--- src/rtl/down_counter_timer_pkg.sv ---
// Shared constants and state type for the down-counter timer.
package down_counter_timer_pkg;

  localparam int WIDTH_DEFAULT = 4;

  typedef enum logic [1:0] {
    IDLE = 2'd0,
    RUN  = 2'd1,
    DONE = 2'd2
  } state_t;

endpackage

--- src/rtl/down_counter_timer_dec_cell.sv ---
// WIDTH-bit decrementer with zero detect feeding the timer's count register.
module dec_cell #(
  parameter int WIDTH = 4
) (
  input  logic [WIDTH-1:0] value,
  output logic [WIDTH-1:0] dec,
  output logic             is_zero
);

  assign dec     = value - WIDTH'(1);
  assign is_zero = (value == '0);

endmodule

--- src/rtl/down_counter_timer.sv ---
// Loadable down-counter timer with one-shot or auto-reload expiry and a
// combinational borrow-out pulse.
module down_counter_timer
  import down_counter_timer_pkg::*;
#(
  parameter int WIDTH = WIDTH_DEFAULT
) (
  input  logic             clk,
  input  logic             rst,
  input  logic             en,
  input  logic             ld,
  input  logic [WIDTH-1:0] ld_val,
  input  logic             reload,
  output logic [WIDTH-1:0] counter,
  output logic             bo,
  output logic             zero,
  output logic             busy,
  output logic             done
);

  state_t           state;
  logic [WIDTH-1:0] count;
  logic [WIDTH-1:0] reload_val;
  logic [WIDTH-1:0] count_dec;
  logic             count_zero;

  dec_cell #(.WIDTH(WIDTH)) u_dec (
    .value   (count),
    .dec     (count_dec),
    .is_zero (count_zero)
  );

  // Load beats enable; expiry either re-arms from the captured load value or parks in DONE.
  always_ff @(posedge clk) begin
    if (rst) begin
      count      <= '0;
      reload_val <= '0;
      state      <= IDLE;
    end else if (ld) begin
      count      <= ld_val;
      reload_val <= ld_val;
      state      <= RUN;
    end else begin
      case (state)
        RUN: begin
          if (en) begin
            if (!count_zero) begin
              count <= count_dec;
            end else if (reload) begin
              count <= reload_val;
            end else begin
              state <= DONE;
            end
          end
        end
        IDLE, DONE: begin
          count <= count;
        end
        default: state <= IDLE;
      endcase
    end
  end

  assign counter = count;
  assign zero    = count_zero;
  assign busy    = (state == RUN);
  assign done    = (state == DONE);
  assign bo      = (state == RUN) & en & ~ld & count_zero;

endmodule

--- config.mk ---
export PLATFORM = sky130hd
export DESIGN_NAME = down_counter_timer
export DESIGN_NICKNAME = d
export VERILOG_FILES = /design/src/rtl/down_counter_timer_pkg.sv /design/src/rtl/down_counter_timer_dec_cell.sv /design/src/rtl/down_counter_timer.sv
export SDC_FILE = /design/constraint.sdc
export NUM_CORES = 1
export LEC_CHECK = 0
export BUFFER_PORTS_ARGS = -buffer_cell sky130_fd_sc_hd__clkbuf_2
export CAP_MARGIN = 20
export CORE_MARGIN = 4
export CORE_UTILIZATION = 42
export CTS_CLUSTER_DIAMETER = 30
export DETAILED_ROUTE_END_ITERATION = 12
export HOLD_SLACK_MARGIN = 0.05
export PLACE_DENSITY = 0.78
export SYNTH_ARGS = -nofsm -noshare
export SYNTH_HDL_FRONTEND = slang
export SYNTH_HIERARCHICAL = 1
export SYNTH_SLANG_ARGS = --single-unit
--- constraint.sdc ---
create_clock -name clk -period 2.2 [get_ports clk]
set_input_delay 0.44 -clock clk [delete_from_list [all_inputs] [get_ports clk]]
set_output_delay 0.44 -clock clk [all_outputs]
set_load 0.01 [all_outputs]
==> flow_summary.yaml <==
critical_path:
  critPathArrivalTime_ps: 1570
  rrSetupSlack_ps: 500
  worst_setup_path_start_kind: "flip-flop"
  r2r_cells: 7
  reg2reg_to: "counter[2]"
  end_kind: "primary output"
  crit_fanout: 4
  rr_startpoint: "counter[0]"
  critical_path_required_ps: 1760
  critPathKind: "reg -> out"
synthesis:
  syn_area_sq_um: 567
  synth-edff-count: 0
  synth_flop_cell: "dfxtp_1"
  netlist_top_cells_area: "dfxtp_1 (35%), mux2i_1 (14%), mux2_2 (7.9%)"
  synthArstFlopShare_pct: 0
  yosys_warnings: 6
  avgSynthCellArea_sq_um: 9.61
  synth_nets: 69
  ys_ff_latch: 10
  ys_types: 21
  netlist_instances: 59
  yosysTopAreaCell: "dfxtp_1"
  synth_top_area_share_pct: 35.3
  synth_seq_area_share_pct: 35.3
global_route:
  antenna_found_initial: 0
  grt.total_usage_pct: 13.4
  grt_overflow: 0
  grt_max_degree: 16
  grt_pass1_vias: 466
  grt_pass1_wl_um: 1920
floorplan:
  rows: 12
  coreArea_sq_um: 1190
  boundaryPins: 17
  die_y_um: 44.7
  die_area_sq_um: 2000
  initial_core_util_pct: 47.8
  die_x_um: 44.7
min_path:
  hold_end: "reload_val[0]"
  worstHoldPathType: "in -> reg"
  holdPathStages: 3
  min_from: "ld_val[0]"
drt:
  vias: 473
  drt-pass1-iter-count: 2
  post_drt_wl_per_cell_um: 11.9
  ant_nets: 0
  wl_um: 1100
  vias_per_cell: 5.14
  drt_iter0_drc: 2
  drc: 0
sta:
  slew_viol_final: 0
  setup_viol: 0
  fin_tns_setup_ps: 0
  relSlewSlack_pct: 76.1
  fmax_ghz: 0.498
  hold_viol_final: 0
  tightestPinTransition_ps: 359
  post-route-min-period_ps: 2010
  clock_skew_ps: 4.06
  setup_ws_ps: 190
  rsz0062_at_grt: "no"
  min_period_over_period_pct: 91.4
power:
  leakagePower_nw: 0.331
  ir_drop_uv: 429
  p_per_area_nw_per_um2: 707
cts:
  cts_buffer_depth: 2
  cts_buffers: 3
  post-cts-setup-buffer-count: 0
  cts_resized: 0
  cts_sinks: 10
  clk_latency_ps: 260
  cts_tree: "done"
  hold_buffers: 0
  cts.clk_slew.worst_paths_ps: 60
  htreeDepth: 1
  root_buffer: "clkbuf_4"
cells_and_area:
  final_util_pct: 58.3
  nets: 90
  drive_gt1_share_pct: 35.9
  fill_cells: 114
  multiInputGateArea_sq_um: 345
  area.sequential_sq_um: 200
  diodes: 0
  design_area_sq_um: 692
  instances_no_fill: 92
  area_growth_pct: 22.1
placement:
  place_area_sq_um: 669
  dp_cells: 89
  place_congestion: 0.716
  pre_cts_slack_ps: 470
  portBuffers: 16
  dp_hpwl_um: 845
job:
  maxCapViolations: 0
outcome:
  status: "completed"
==> per-stage QoR <==
stage	total power [mW]	hold WS (ps)
2_1_floorplan	0.322	454
3_3_place_gp	0.369	468
3_5_place_dp	0.372	488
4_1_cts	0.502	416
5_1_grt	0.522	427
6_report	0.489	426
==> cells in the mapped netlist (all sizes together) (2+ instances only) <==
| library cell | count |
|---|---|
| dfxtp | 10 |
| inv | 4 |
| mux2 | 4 |
| mux2i | 8 |
| nand2 | 5 |
| nand2b | 5 |
| nor2 | 4 |
| nor3b | 3 |
| o211ai | 4 |
| xor2 | 2 |
==> layout make-up <==
cell class | count | share of cell area (%)
clock buffer | 3 | 3.25
inverter | 5 | 2.71
multi-input combinational | 43 | 49.9
sequential | 10 | 28.9
tap | 14 | 2.53
timing repair buffer | 17 | 12.7
==> power by group <==
group	total, mW	switching (mW)	leakage (nW)	internal, mW
Combinational	0.154	0.0731	0.234	0.0808
Clock	0.124	0.0609	0.0138	0.0632
Sequential	0.211	0.0150	0.0826	0.196
==> sequential cells by signal, indices dropped and copies added (netlist names) <==
name,cells
state,2
counter,4
reload_val,4
==> cells in the final DEF, fill, tap and decap left out, types with 2 or more instances in the layout <==
master	Yosys	routed
nor2_1	4	4
nand2b_1	4	4
nor3b_1	3	2
nand2_1	5	5
inv_1	4	4
clkbuf_4	0	3
o211ai_1	4	4
mux2i_1	8	8
xor2_1	2	2
dfxtp_1	10	10
clkbuf_2	0	16
mux2_2	4	4
==> worst max-delay path, stage by stage (launching register included) <==
cell      delay [ps]
dfxtp_1          340
inv_1             90
ha_1             190
nor3b_2          210
nand2_1          110
nor3b_1          210
clkbuf_2         160
==> routing by layer <==
layer / track usage, % / wire length [um]
met1: 16.0 / 506
met2: 20.1 / 491
met3: 5.98 / 74
met4: 7.23 / 26
met5: 0 / 0
==> worst max path at each step <==
stage / start / to / slack [ps] / cells past startpoint
3_5_place_dp: counter[0] / bo / 470 / 6
3_3_place_gp: counter[0] / bo / 570 / 6
4_1_cts: counter[0] / bo / 160 / 6
5_1_grt: counter[0] / bo / 80 / 6
6_report: counter[0] / bo / 190 / 6
2_1_floorplan: counter[0] / bo / 200 / 5
==> cell families (layout without fill, tap and decap cells) <==
family	count (synthesis)	count (layout)	synth area share [%]
buf+inv	6	25	4.63
mux	12	12	22.1
xor+xnor	2	2	3.09
simple gates	20	20	20.1
fa+ha+maj	1	1	2.21
flops	10	10	35.3
compound gates	8	8	12.6
No activity file was read; power rests on OpenSTA's default activity.
